## src/rtl/rotary_encoder_adjust_if.sv

```systemverilog
// Encoder-side signal bundle for rotary_encoder_adjust: raw encoder lines in,
// adjust pulses and the minutes/hours select out.
interface rotary_encoder_adjust_if;
  logic i_Enc_A;
  logic i_Enc_B;
  logic i_Enc_Sw;
  logic o_Minutes_Inc;
  logic o_Minutes_Dec;
  logic o_Hours_Inc;
  logic o_Hours_Dec;
  logic o_Hours_Sel;

  // Environment side: drives the encoder, observes the adjust pulses.
  modport master (
    output i_Enc_A, i_Enc_B, i_Enc_Sw,
    input  o_Minutes_Inc, o_Minutes_Dec, o_Hours_Inc, o_Hours_Dec, o_Hours_Sel
  );

  // Front-end side: receives the encoder, produces the adjust pulses.
  modport slave (
    input  i_Enc_A, i_Enc_B, i_Enc_Sw,
    output o_Minutes_Inc, o_Minutes_Dec, o_Hours_Inc, o_Hours_Dec, o_Hours_Sel
  );
endinterface

```

## src/rtl/rotary_encoder_adjust.sv

```systemverilog
// Quadrature rotary-encoder front end for the time/alarm adjust path.
// Synchronises and debounces A/B/Sw, decodes quadrature steps into a signed
// accumulator and emits one single-cycle inc/dec pulse per detent, routed to
// the minutes or hours pair by a push-switch toggle.
module rotary_encoder_adjust #(
  parameter int SAMPLE_DIV       = 5000,
  parameter int FILTER_LEN       = 4,
  parameter int STEPS_PER_DETENT = 4
) (
  input  logic                    i_Clk,
  input  logic                    i_Reset,
  rotary_encoder_adjust_if.slave  enc
);

  localparam int CNT_W = (SAMPLE_DIV > 1) ? $clog2(SAMPLE_DIV) : 1;
  localparam int ACC_W = $clog2(STEPS_PER_DETENT + 1) + 1;
  localparam logic [CNT_W-1:0] CNT_LAST = CNT_W'(SAMPLE_DIV - 1);
  localparam logic signed [ACC_W-1:0] ACC_MAX = ACC_W'(STEPS_PER_DETENT);
  localparam logic signed [ACC_W-1:0] ACC_MIN = -ACC_MAX;
  localparam logic signed [ACC_W-1:0] STEP_POS = ACC_W'(1);
  localparam logic signed [ACC_W-1:0] STEP_NEG = {ACC_W{1'b1}};
  localparam logic signed [ACC_W-1:0] STEP_NONE = {ACC_W{1'b0}};

  // Bit order in the 3-bit vectors: [0] = A, [1] = B, [2] = Sw.
  logic [2:0]                 raw;
  logic [2:0]                 sync_1;
  logic [2:0]                 sync_2;
  logic [CNT_W-1:0]           count;
  logic                       tick;
  logic [2:0][FILTER_LEN-1:0] hist;
  logic [2:0][FILTER_LEN-1:0] hist_next;
  logic [2:0]                 filt;
  logic [2:0]                 filt_next;
  logic                       sw_prev;
  logic                       sw_rise;
  logic [1:0]                 prev_ab;
  logic [1:0]                 cur_ab;
  logic                       ab_changed;
  logic                       illegal;
  logic signed [ACC_W-1:0]    step_dir;
  logic signed [ACC_W-1:0]    acc;
  logic signed [ACC_W-1:0]    acc_sum;
  logic signed [ACC_W-1:0]    acc_next;
  logic                       det_inc;
  logic                       det_dec;
  logic                       hours_sel;
  logic                       min_inc;
  logic                       min_dec;
  logic                       hr_inc;
  logic                       hr_dec;

  assign raw    = {enc.i_Enc_Sw, enc.i_Enc_B, enc.i_Enc_A};
  assign tick   = (count == CNT_LAST);
  assign cur_ab = {filt[0], filt[1]};
  assign sw_rise = filt[2] & ~sw_prev;

  // Two-flop synchroniser for each raw encoder line.
  always_ff @(posedge i_Clk or posedge i_Reset) begin
    if (i_Reset) begin
      sync_1 <= 3'b000;
      sync_2 <= 3'b000;
    end else begin
      sync_1 <= raw;
      sync_2 <= sync_1;
    end
  end

  // Sample prescaler: free-running 0..SAMPLE_DIV-1.
  always_ff @(posedge i_Clk or posedge i_Reset) begin
    if (i_Reset) begin
      count <= '0;
    end else if (tick) begin
      count <= '0;
    end else begin
      count <= count + CNT_W'(1);
    end
  end

  // Next filter history and level: a level is adopted only once the whole history agrees.
  always_comb begin
    hist_next = hist;
    filt_next = filt;
    for (int i = 0; i < 3; i++) begin
      hist_next[i] = {hist[i][FILTER_LEN-2:0], sync_2[i]};
      if (&hist_next[i]) begin
        filt_next[i] = 1'b1;
      end else if (~|hist_next[i]) begin
        filt_next[i] = 1'b0;
      end else begin
        filt_next[i] = filt[i];
      end
    end
  end

  // Filter state advances only on sample ticks, so filtered levels change only then.
  always_ff @(posedge i_Clk or posedge i_Reset) begin
    if (i_Reset) begin
      hist <= '0;
      filt <= 3'b000;
    end else if (tick) begin
      hist <= hist_next;
      filt <= filt_next;
    end else begin
      hist <= hist;
      filt <= filt;
    end
  end

  // Quadrature step direction from previous/current filtered AB; diagonal jumps are illegal.
  always_comb begin
    step_dir = STEP_NONE;
    illegal  = ((prev_ab ^ cur_ab) == 2'b11);
    case ({prev_ab, cur_ab})
      4'b00_10, 4'b10_11, 4'b11_01, 4'b01_00: step_dir = STEP_POS;
      4'b00_01, 4'b01_11, 4'b11_10, 4'b10_00: step_dir = STEP_NEG;
      default:                                step_dir = STEP_NONE;
    endcase
  end

  assign ab_changed = (cur_ab != prev_ab);
  assign acc_sum    = acc + step_dir;

  // Step accumulator update and detent detection; reversals count back toward zero.
  always_comb begin
    acc_next = acc;
    det_inc  = 1'b0;
    det_dec  = 1'b0;
    if (!ab_changed) begin
      acc_next = acc;
    end else if (illegal) begin
      acc_next = STEP_NONE;
    end else if (acc_sum == ACC_MAX) begin
      acc_next = STEP_NONE;
      det_inc  = 1'b1;
    end else if (acc_sum == ACC_MIN) begin
      acc_next = STEP_NONE;
      det_dec  = 1'b1;
    end else begin
      acc_next = acc_sum;
    end
  end

  // Decoder state: previous AB, accumulator and delayed filtered switch.
  always_ff @(posedge i_Clk or posedge i_Reset) begin
    if (i_Reset) begin
      prev_ab <= 2'b00;
      acc     <= STEP_NONE;
      sw_prev <= 1'b0;
    end else begin
      prev_ab <= cur_ab;
      acc     <= acc_next;
      sw_prev <= filt[2];
    end
  end

  // Registered pulses routed by the pre-toggle select; select toggles on switch press.
  always_ff @(posedge i_Clk or posedge i_Reset) begin
    if (i_Reset) begin
      hours_sel <= 1'b0;
      min_inc   <= 1'b0;
      min_dec   <= 1'b0;
      hr_inc    <= 1'b0;
      hr_dec    <= 1'b0;
    end else begin
      hours_sel <= hours_sel ^ sw_rise;
      min_inc   <= det_inc & ~hours_sel;
      min_dec   <= det_dec & ~hours_sel;
      hr_inc    <= det_inc & hours_sel;
      hr_dec    <= det_dec & hours_sel;
    end
  end

  assign enc.o_Minutes_Inc = min_inc;
  assign enc.o_Minutes_Dec = min_dec;
  assign enc.o_Hours_Inc   = hr_inc;
  assign enc.o_Hours_Dec   = hr_dec;
  assign enc.o_Hours_Sel   = hours_sel;

endmodule

```

## src/flat_wrapper.sv

```systemverilog
// flat-port wrapper written by rule: the top's interface ports become plain ports
module rotary_encoder_adjust_flat 
#(
  parameter int SAMPLE_DIV       = 5000,
  parameter int FILTER_LEN       = 4,
  parameter int STEPS_PER_DETENT = 4
)
  (i_Clk, i_Reset, enc_i_Enc_A, enc_i_Enc_B, enc_i_Enc_Sw, enc_o_Minutes_Inc, enc_o_Minutes_Dec, enc_o_Hours_Inc, enc_o_Hours_Dec, enc_o_Hours_Sel);
  rotary_encoder_adjust_if enc_i ();
  input  logic i_Clk;
  input  logic i_Reset;
  input wire logic [$bits(enc_i.i_Enc_A)-1:0] enc_i_Enc_A;
  input wire logic [$bits(enc_i.i_Enc_B)-1:0] enc_i_Enc_B;
  input wire logic [$bits(enc_i.i_Enc_Sw)-1:0] enc_i_Enc_Sw;
  output wire logic [$bits(enc_i.o_Minutes_Inc)-1:0] enc_o_Minutes_Inc;
  output wire logic [$bits(enc_i.o_Minutes_Dec)-1:0] enc_o_Minutes_Dec;
  output wire logic [$bits(enc_i.o_Hours_Inc)-1:0] enc_o_Hours_Inc;
  output wire logic [$bits(enc_i.o_Hours_Dec)-1:0] enc_o_Hours_Dec;
  output wire logic [$bits(enc_i.o_Hours_Sel)-1:0] enc_o_Hours_Sel;
  assign enc_i.i_Enc_A = enc_i_Enc_A;
  assign enc_i.i_Enc_B = enc_i_Enc_B;
  assign enc_i.i_Enc_Sw = enc_i_Enc_Sw;
  assign enc_o_Minutes_Inc = enc_i.o_Minutes_Inc;
  assign enc_o_Minutes_Dec = enc_i.o_Minutes_Dec;
  assign enc_o_Hours_Inc = enc_i.o_Hours_Inc;
  assign enc_o_Hours_Dec = enc_i.o_Hours_Dec;
  assign enc_o_Hours_Sel = enc_i.o_Hours_Sel;
  rotary_encoder_adjust #(.SAMPLE_DIV(SAMPLE_DIV), .FILTER_LEN(FILTER_LEN), .STEPS_PER_DETENT(STEPS_PER_DETENT)) u_core (.i_Clk(i_Clk), .i_Reset(i_Reset), .enc(enc_i));
endmodule
```

## config.mk

```make
export PLATFORM = sky130hd
export DESIGN_NAME = rotary_encoder_adjust_flat
export DESIGN_NICKNAME = d
export VERILOG_FILES = /design/src/rtl/rotary_encoder_adjust_if.sv /design/src/rtl/rotary_encoder_adjust.sv /design/src/flat_wrapper.sv
export SDC_FILE = /design/constraint.sdc
export NUM_CORES = 1
export LEC_CHECK = 0
export ABC_AREA = 1
export CORE_ASPECT_RATIO = 1.2
export CORE_MARGIN = 2
export CORE_UTILIZATION = 35
export DETAILED_ROUTE_END_ITERATION = 8
export PLACE_DENSITY = 0.5
export SYNTH_ARGS = -nofsm -noshare
export SYNTH_HDL_FRONTEND = slang
export SYNTH_SLANG_ARGS = --single-unit
```

## constraint.sdc

```tcl
create_clock -name i_Clk -period 4.7 [get_ports i_Clk]
set_input_delay 0.705 -clock i_Clk [delete_from_list [all_inputs] [get_ports i_Clk]]
set_output_delay 0.705 -clock i_Clk [all_outputs]
set_load 0.005 [all_outputs]
```

======== Word level (Yosys, flattened, before mapping) ========
Memory sizes are Yosys's and may differ from the RTL's.
Index checks and enable logic that the tools add are counted.
cells by class
  $add $sub $neg .......................... 2
  equality and inequality tests ........... 8
  muxes and demuxes ....................... 17
  bitwise logic cells ..................... 9
  reductions and logical operators ........ 9
operators with widths
  kind                                                              count
  13-bit by 1-bit adder with 13-bit output (second input constant)  1
  13-bit == test (second input constant)                            1
  1-bit 2-to-1 mux                                                  13
  13-bit 2-to-1 mux                                                 1
  4-bit 2-to-1 mux                                                  3
  4-bit AND reduction                                               3
  4-bit OR reduction                                                3
  2-bit by 1-bit != test with 1-bit output (second input constant)  3
  2-bit AND reduction                                               3
  1-bit AND                                                         5
  4-bit adder                                                       1
  4-bit by 3-bit == test with 1-bit output (second input constant)  1
  4-bit == test (second input constant)                             1
  2-bit == test (second input constant)                             1
  2-bit != test                                                     1
  1-bit inverter                                                    2
  2-bit bitwise XOR                                                 1
  1-bit bitwise XOR                                                 1
word-level totals
  bits in registers ....................... 43
  ROM bits ................................ 64
  input bits .............................. 5
  output and inout bits ................... 5
  memories ................................ 1
memory list
  name             words  width  read ports  clocked after Yosys merged registers in  wr ports  line                          RTL
  (no name shown)  16     4      1           0                                        0         rotary_encoder_adjust.sv:113  case ({prev_ab, cur_ab})

======== Logic depth before layout (Yosys ltp) ========
Gate-level depths: netlist of run 1.
An unclocked memory read counts as a cell.
  word-level depth ........................ 8
  mapped depth ............................ 14

======== Worst setup path before layout of run 1 ========
OpenSTA, ideal clock, no wires.
  path type ............................... register to register
  from .................................... reg u_core.filt[0]
  to ...................................... reg u_core.hr_dec (netlist: u_core.enc.o_Hours_Dec)
  data arrival time ....................... 2.314 ns
  required time ........................... 4.628 ns
  slack ................................... 2.314 ns
  stages on the path, launching flop included .. 15
  buffers on the path ..................... 0
  clock period less this slack ............ 2.386 ns
  path through ............................ dfrtp_1 inv_1 ha_1 xnor2_1 xor2_1 inv_1 ha_1 inv_1 fa_1 inv_1 nor2_1 nand2_1 nor2_1 nand3_1 nor2_1
on the way
  word-level cells in the longest chain between the ends .. 8
  elaborated cells on any way between the ends .. 12
  those cells by class .................... 1 x add/sub; 4 x eq/ne; 4 x mux; 2 x bitwise; 1 x memory
ends and longest elaborated chain
  what                                      line                          RTL
  start: declaration                        rotary_encoder_adjust.sv:32   logic [2:0] filt;
  start signal: assignment                  rotary_encoder_adjust.sv:102  filt <= filt_next;
  start signal: assignment                  rotary_encoder_adjust.sv:105  filt <= filt;
  memory 16 x 4 bit                         --
  4-bit adder                               rotary_encoder_adjust.sv:121  assign acc_sum = acc + step_dir;
  4-bit by 3-bit == test with 1-bit output  rotary_encoder_adjust.sv:135  end else if (acc_sum == ACC_MIN) begin
  1-bit 2-to-1 mux                          rotary_encoder_adjust.sv:135
  1-bit 2-to-1 mux                          rotary_encoder_adjust.sv:132  end else if (acc_sum == ACC_MAX) begin
  1-bit 2-to-1 mux                          rotary_encoder_adjust.sv:130  end else if (illegal) begin
  1-bit 2-to-1 mux (*)                      rotary_encoder_adjust.sv:128  if (!ab_changed) begin
  1-bit AND (*)                             rotary_encoder_adjust.sv:169  hr_dec <= det_dec & hours_sel;
  end signal: assignment                    rotary_encoder_adjust.sv:169
  end: declaration                          rotary_encoder_adjust.sv:50   logic hr_dec;
Mark *: on every way between the ends. The rest lies on a longest branch, timed or not.
A chain may end at the register's enable or synchronous reset.

======== Worst setup path in the final report of run 1 ========
  from .................................... reg u_core.filt[0]
  to ...................................... reg u_core.hr_inc (netlist: u_core.enc.o_Hours_Inc)
on the way
  word-level cells in the longest chain between the ends .. 7
  elaborated cells on any way between the ends .. 10
  those cells by class .................... 1 x add/sub; 3 x eq/ne; 3 x mux; 2 x bitwise; 1 x memory
ends and longest elaborated chain
  what                    line                          RTL
  memory 16 x 4 bit       --
  4-bit adder             rotary_encoder_adjust.sv:121
  4-bit == test           rotary_encoder_adjust.sv:132
  1-bit 2-to-1 mux        rotary_encoder_adjust.sv:132
  1-bit 2-to-1 mux        rotary_encoder_adjust.sv:130
  1-bit 2-to-1 mux (*)    rotary_encoder_adjust.sv:128
  1-bit AND (*)           rotary_encoder_adjust.sv:168  hr_inc <= det_inc & hours_sel;
  end signal: assignment  rotary_encoder_adjust.sv:168
  end: declaration        rotary_encoder_adjust.sv:49   logic hr_inc;
Marked as above.

==> results of run 1 <==
==> synthesized netlist by cell type <==
cell	number	area [um^2]
a21oi_1	2	10.0
buf_2	1	5.00
buf_4	1	7.51
clkinv_4	1	8.76
dfrtp_1	43	1080
fa_1	1	20.0
ha_1	8	100
inv_1	45	169
inv_2	2	7.51
nand2_1	77	289
nand2_2	2	12.5
nand2_4	1	11.3
nand2b_1	1	6.26
nand3_1	27	135
nand3b_1	1	7.51
nand4_1	9	56.3
nor2_1	17	63.8
nor2_2	1	6.26
nor3_1	5	25.0
nor4_4	1	21.3
o21ai_0	7	35.0
o21ai_1	3	15.0
o22ai_1	1	6.26
xnor2_1	2	17.5
xor2_1	6	52.6
==> final timing paths <==
| check | start | end | slack, ns | cells after the start |
|---|---|---|---|---|
| min in group asynchronous | i_Reset | u_core.enc.o_Minutes_Dec$_DFF_PP0_ | 0.84 | 3 |
| setup / recovery | u_core.filt[0]$_DFFE_PP0P_ | u_core.enc.o_Hours_Inc$_DFF_PP0_ | 2.12 | 14 |
| hold reg to reg | u_core.sync_1[1]$_DFF_PP0_ | u_core.sync_2[1]$_DFF_PP0_ | 0.35 | 0 |
| setup reg to reg | u_core.filt[0]$_DFFE_PP0P_ | u_core.enc.o_Hours_Inc$_DFF_PP0_ | 2.12 | 14 |
| max in group asynchronous | i_Reset | u_core.count[9]$_DFF_PP0_ | 3.47 | 3 |
| hold / removal | u_core.sync_1[1]$_DFF_PP0_ | u_core.sync_2[1]$_DFF_PP0_ | 0.35 | 0 |
==> sequential cells by signal, indices dropped and copies added (netlist names) <==
signal,cells
u_core.enc.o_Hours_Dec,1
u_core.prev_ab,2
u_core.filt,3
u_core.enc.o_Minutes_Inc,1
u_core.enc.o_Minutes_Dec,1
u_core.sync_2,3
u_core.sw_prev,1
u_core.acc,4
u_core.hist,9
u_core.count,13
u_core.sync_1,3
u_core.enc.o_Hours_Inc,1
u_core.enc.o_Hours_Sel,1
==> kinds of logic (layout without fill, tap and decap cells) <==
group | after synthesis | after routing | synth area share [%]
and+or+nand+nor | 142 | 142 | 29.3
DFF | 43 | 43 | 49.7
buffers and inverters | 50 | 66 | 9.13
AOI/OAI and AO/OA | 13 | 13 | 3.06
adders and majority gates | 9 | 9 | 5.55
xor gates and xnor gates | 8 | 8 | 3.24
==> metal layers <==
layer	up-vias	routed length [um]	share of wire, %
li1	852	-	-
met4	0	70	1.9
met2	17	1850	49
met1	741	1760	47
met5	-	0	0
met3	7	88	2.3
==> final cells by class <==
cell class                      count  area, um^2  area share (%)
Timing Repair Buffer               10        97.6            4.00
Inverter                           48         185            7.60
Clock inverter                      2        12.5           0.513
Tap cell                           82         103            4.21
Multi-Input combinational cell    172         891            36.6
Clock buffer                        6        72.6            2.98
Sequential cell                    43        1080            44.1
==> metrics by stage <==
stage,cells,area (um^2)
3_3_place_gp,355,2350
5_1_grt,363,2440
6_report,363,2440
4_1_cts,363,2440
3_5_place_dp,355,2350
2_1_floorplan,265,2160
==> power breakdown <==
| part | total (W) | internal [W] | switching, W |
|---|---|---|---|
| clock network | 0.000228 | 0.000104 | 0.000124 |
| registers | 0.000373 | 0.000372 | 0.00000125 |
| logic | 0.0000129 | 0.00000433 | 0.00000859 |
==> results_dict.tcl, run 1 <==
set metrics [dict create \
    outcome "complete, no violations" \
    ys_seq_area_share_pct 49.7 \
    grt_setup_unrepaired "no" \
    vias 1617 \
    busiest_layer "met2" \
    grt_max_degree 44 \
    crit_top_cell "inv_1" \
    max_cap_violations 0 \
    avgViaCountPerCell 4.45 \
    ant_nets 0 \
    die_y_um 90.1 \
    crit_type "reg -> reg" \
    clockBufferDepth 2 \
    cts_sinks 43 \
    wire_per_inst_um 10.4 \
    dpl.hpwl_um 2780 \
    first_pass_iters 6 \
    whs_ns 0.353 \
    maxSlewHeadroom_pct 64.0 \
    met1_usage_pct 16.2 \
    cpLargestDelayFamily "adder cells" \
    grt_use_met2_pct 20.0 \
    nets 294 \
    worstSetupStartpointType "flip-flop" \
    clock_latency_ns 0.29 \
    yosys_register_bits 43 \
    crit_buf_inv 4 \
    post_cts_resized 0 \
    syn_avg_cell_area_um2 8.17 \
    area_growth_pct 12.6 \
    syn_nets 279 \
    p_per_area_mw_per_mm2 252 \
    worst_pin_slew_ns 0.541 \
    io_buffers 9 \
    yosysUniqueCellTypes 25 \
    antenna_cells 0 \
    finish.utilization_pct 40.5 \
    grt_overflow 0 \
    path_clk_slew_ns 0.08 \
    die-area_mm2 0.00683 \
    arrival_ns 2.81 \
    endpoint_kind "flip-flop" \
    place_congestion 0.851 \
    power.total_w 0.000615 \
    ctsHoldBuffers 0 \
    drive_gt1_share_pct 5.69 \
    fillers 628 \
    slowest_delay_ns 0.50 \
    netlist_instances 265 \
    cp_slowest_cell "fa_1" \
    drt_iter0_drc 65 \
    min_path_type "reg -> reg" \
    cts_buffers 5 \
    fmax_mhz 388 \
    post_cts_buffers 0 \
    wl_um 3770 \
    pin_count 10 \
    initial_utilization_pct 36.0 \
    core_area_mm2 0.00601 \
    irDropWorstVdd_mv 0.209 \
    die_x_um 75.8 \
    drv_slew 0 \
    layout_commonest_cell "nand2_1" \
    synth_warnings 0 \
    grt_pass1_wl_um 6710 \
    mostFrequentLayoutCells "77 x nand2_1, 44 x inv_1, 43 x dfrtp_1" \
    setup_ws_ns 2.12 \
    setup_tns_ns 0 \
    cts_tree "done" \
    path_cells "inv_1 -> ha_1 -> xnor2_1 -> xor2_1 -> inv_1 -> ha_1 -> inv_1 -> fa_1 -> inv_1 -> nor2_1 -> nand2_1 -> nor2_1 -> nand3_1 -> nor2_1" \
    rows 31 \
    drc 0 \
    finalCriticalPeriod_ns 2.58 \
    grt_util_met3_pct 3.03 \
    place_ws_ns 2.11 \
    grt_pass1_vias 1534 \
    hold_viol 0 \
    h-tree-depth 2 \
    p_leak_nw 1.26 \
    fin_skew_ns 0.00901 \
    setup_violations 0 \
    critPathRequiredTime_ns 4.93 \
    worstPathMaxFanout 7 \
    clock-root-buffer "clkbuf_8" \
    grt_usage_pct 12.5 \
    synth_area_mm2 0.00216 \
    final.period_utilization_pct 54.9 \
    antenna_found_initial 0 \
]
No activity file was read; power rests on OpenSTA's default activity.
==> inputs of run 2 (changes only) <==
==> constraint.sdc (replaced) <==
create_clock -name i_Clk -period 2.6 [get_ports i_Clk]
set_input_delay 0.39 -clock i_Clk [delete_from_list [all_inputs] [get_ports i_Clk]]
set_output_delay 0.39 -clock i_Clk [all_outputs]
set_load 0.005 [all_outputs]
==> run 2 against run 1 <==
Compared with the run above: clock power up 82%; wire length down 1.7%; count of clock-buffer cells in the layout did not move; total power grew 81%; critical path type unchanged; largest cell class unchanged; largest power group unchanged; highest routed layer unchanged.
==> results_dict.tcl, run 2 (synthesis gave the netlist of run 1 again) <==
set metrics [dict create \
    outcome "complete, no violations" \
    grt_usage_pct 12.3 \
    grt_pass1_wl_um 6510 \
    endpoint_kind "flip-flop" \
    io_buffers 9 \
    mostFrequentLayoutCells "77 x nand2_1, 43 x dfrtp_1, 42 x inv_1" \
    clockBufferDepth 2 \
    drt_iter0_drc 47 \
    wl_um 3700 \
    place_congestion 0.787 \
    avgViaCountPerCell 4.39 \
    antenna_cells 0 \
    grt_overflow 0 \
    final.period_utilization_pct 91.9 \
    worst_pin_slew_ns 0.542 \
    min_path_type "reg -> reg" \
    p_per_area_mw_per_mm2 453 \
    cts_buffers 5 \
    die-area_mm2 0.00683 \
    fmax_mhz 419 \
    h-tree-depth 2 \
    clock-root-buffer "clkbuf_8" \
    die_x_um 75.8 \
    core_area_mm2 0.00601 \
    setup_ws_ns 0.212 \
    drive_gt1_share_pct 7.77 \
    clock_latency_ns 0.29 \
    dpl.hpwl_um 2730 \
    wire_per_inst_um 10.1 \
    vias 1601 \
    irDropWorstVdd_mv 0.334 \
    grt_setup_unrepaired "no" \
    max_cap_violations 0 \
    grt_max_degree 44 \
    worstPathMaxFanout 4 \
    critPathRequiredTime_ns 2.83 \
    cts_sinks 43 \
    drc 0 \
    setup_violations 0 \
    setup_tns_ns 0 \
    first_pass_iters 4 \
    maxSlewHeadroom_pct 63.8 \
    cts_tree "done" \
    drv_slew 0 \
    place_ws_ns 0.144 \
    ant_nets 0 \
    hold_viol 0 \
    area_growth_pct 13.5 \
    crit_type "reg -> reg" \
    rows 31 \
    layout_commonest_cell "nand2_1" \
    path_clk_slew_ns 0.08 \
    fin_skew_ns 0.00266 \
    pin_count 10 \
    regMostFlops "u_core.count" \
    nets 296 \
    grt_pass1_vias 1561 \
    ctsHoldBuffers 0 \
    initial_utilization_pct 36.0 \
    antenna_found_initial 0 \
    finalCriticalPeriod_ns 2.39 \
    p_leak_nw 1.28 \
    worstSetupStartpointType "flip-flop" \
    top_regs "u_core.count (13), u_core.hist (9), u_core.acc (4)" \
    largest_reg_flops 13 \
    arrival_ns 2.62 \
    die_y_um 90.1 \
]
run 2: cell count changes in the layout (fill, tap and decap cells not counted):
| cell | change |
|---|---|
| buf_4 | +2 |
| inv_1 | -2 |
| inv_2 | +2 |
| nor2_1 | -2 |
| nor2_2 | +2 |
run 2: layer usage:
| layer | up-vias | track usage (%) | share of wire [%] |
|---|---|---|---|
| met5 | - | 0 | 0 |
| met4 | 0 | 4.39 | 1.3 |
| met3 | 4 | 3.03 | 2.7 |
| met2 | 17 | 21.1 | 50 |
| met1 | 722 | 14.4 | 46 |
| li1 | 858 | - | - |
run 2: critical path: stages, from the launching register on:
cell	delay, ns
dfrtp_1	0.36
inv_2	0.06
ha_1	0.30
xnor2_1	0.13
xor2_1	0.15
inv_1	0.06
ha_1	0.15
inv_1	0.05
fa_1	0.37
xnor2_1	0.26
nand2_1	0.10
nor2_2	0.13
nand3_1	0.11
nor2_1	0.10
run 2: per-stage QoR:
| stage | area, um^2 | total power (W) | hold slack, ns | cells | util (%) |
|---|---|---|---|---|---|
| final | 2460 | 0.00111 | 0.352 | 365 | 40.9 |
| after global routing | 2460 | 0.00118 | 0.361 | 365 | 40.9 |
| after CTS | 2450 | 0.00114 | 0.355 | 365 | 40.8 |
| after detailed placement | 2370 | 0.000714 | 0.335 | 357 | 39.4 |
| after global placement | 2370 | 0.000713 | 0.335 | 357 | 39.4 |
| after floorplan | 2160 | 0.000701 | 0.331 | 265 | - |
run 2: final timing paths:
kind | startpoint | endpoint | slack [ns] | cells after the start
worst max-delay path | u_core.filt[0]$_DFFE_PP0P_ | u_core.enc.o_Minutes_Dec$_DFF_PP0_ | 0.21 | 13
worst min-delay path | u_core.sync_1[1]$_DFF_PP0_ | u_core.sync_2[1]$_DFF_PP0_ | 0.35 | 0
worst max register to register | u_core.filt[0]$_DFFE_PP0P_ | u_core.enc.o_Minutes_Dec$_DFF_PP0_ | 0.21 | 13
worst min register to register | u_core.sync_1[1]$_DFF_PP0_ | u_core.sync_2[1]$_DFF_PP0_ | 0.35 | 0
max in group asynchronous | i_Reset | u_core.count[10]$_DFF_PP0_ | 1.69 | 3
min in group asynchronous | i_Reset | u_core.enc.o_Hours_Dec$_DFF_PP0_ | 0.53 | 3
run 2: power breakdown:
group          internal (W)  switching [W]  total [W]
Combinational    0.00000782      0.0000156  0.0000234
Clock              0.000188       0.000227   0.000415
Sequential         0.000673     0.00000234   0.000675
run 2: layout make-up:
| type | instances | area (um^2) |
|---|---|---|
| fillers | 601 | 3550 |
| flip-flops and latches | 43 | 1080 |
| multi-input cells | 172 | 896 |
| inverters | 48 | 185 |
| repair buffers | 12 | 113 |
| well taps | 82 | 103 |
| clock buffers | 6 | 72.6 |
| clock inverters | 2 | 12.5 |
run 2: timing repair:
action,4_1_cts,5_1_grt
hold endpoints to repair,0,0
setup buffers,0,0
resized for setup,0,4
endpoints found under the setup margin,0,4
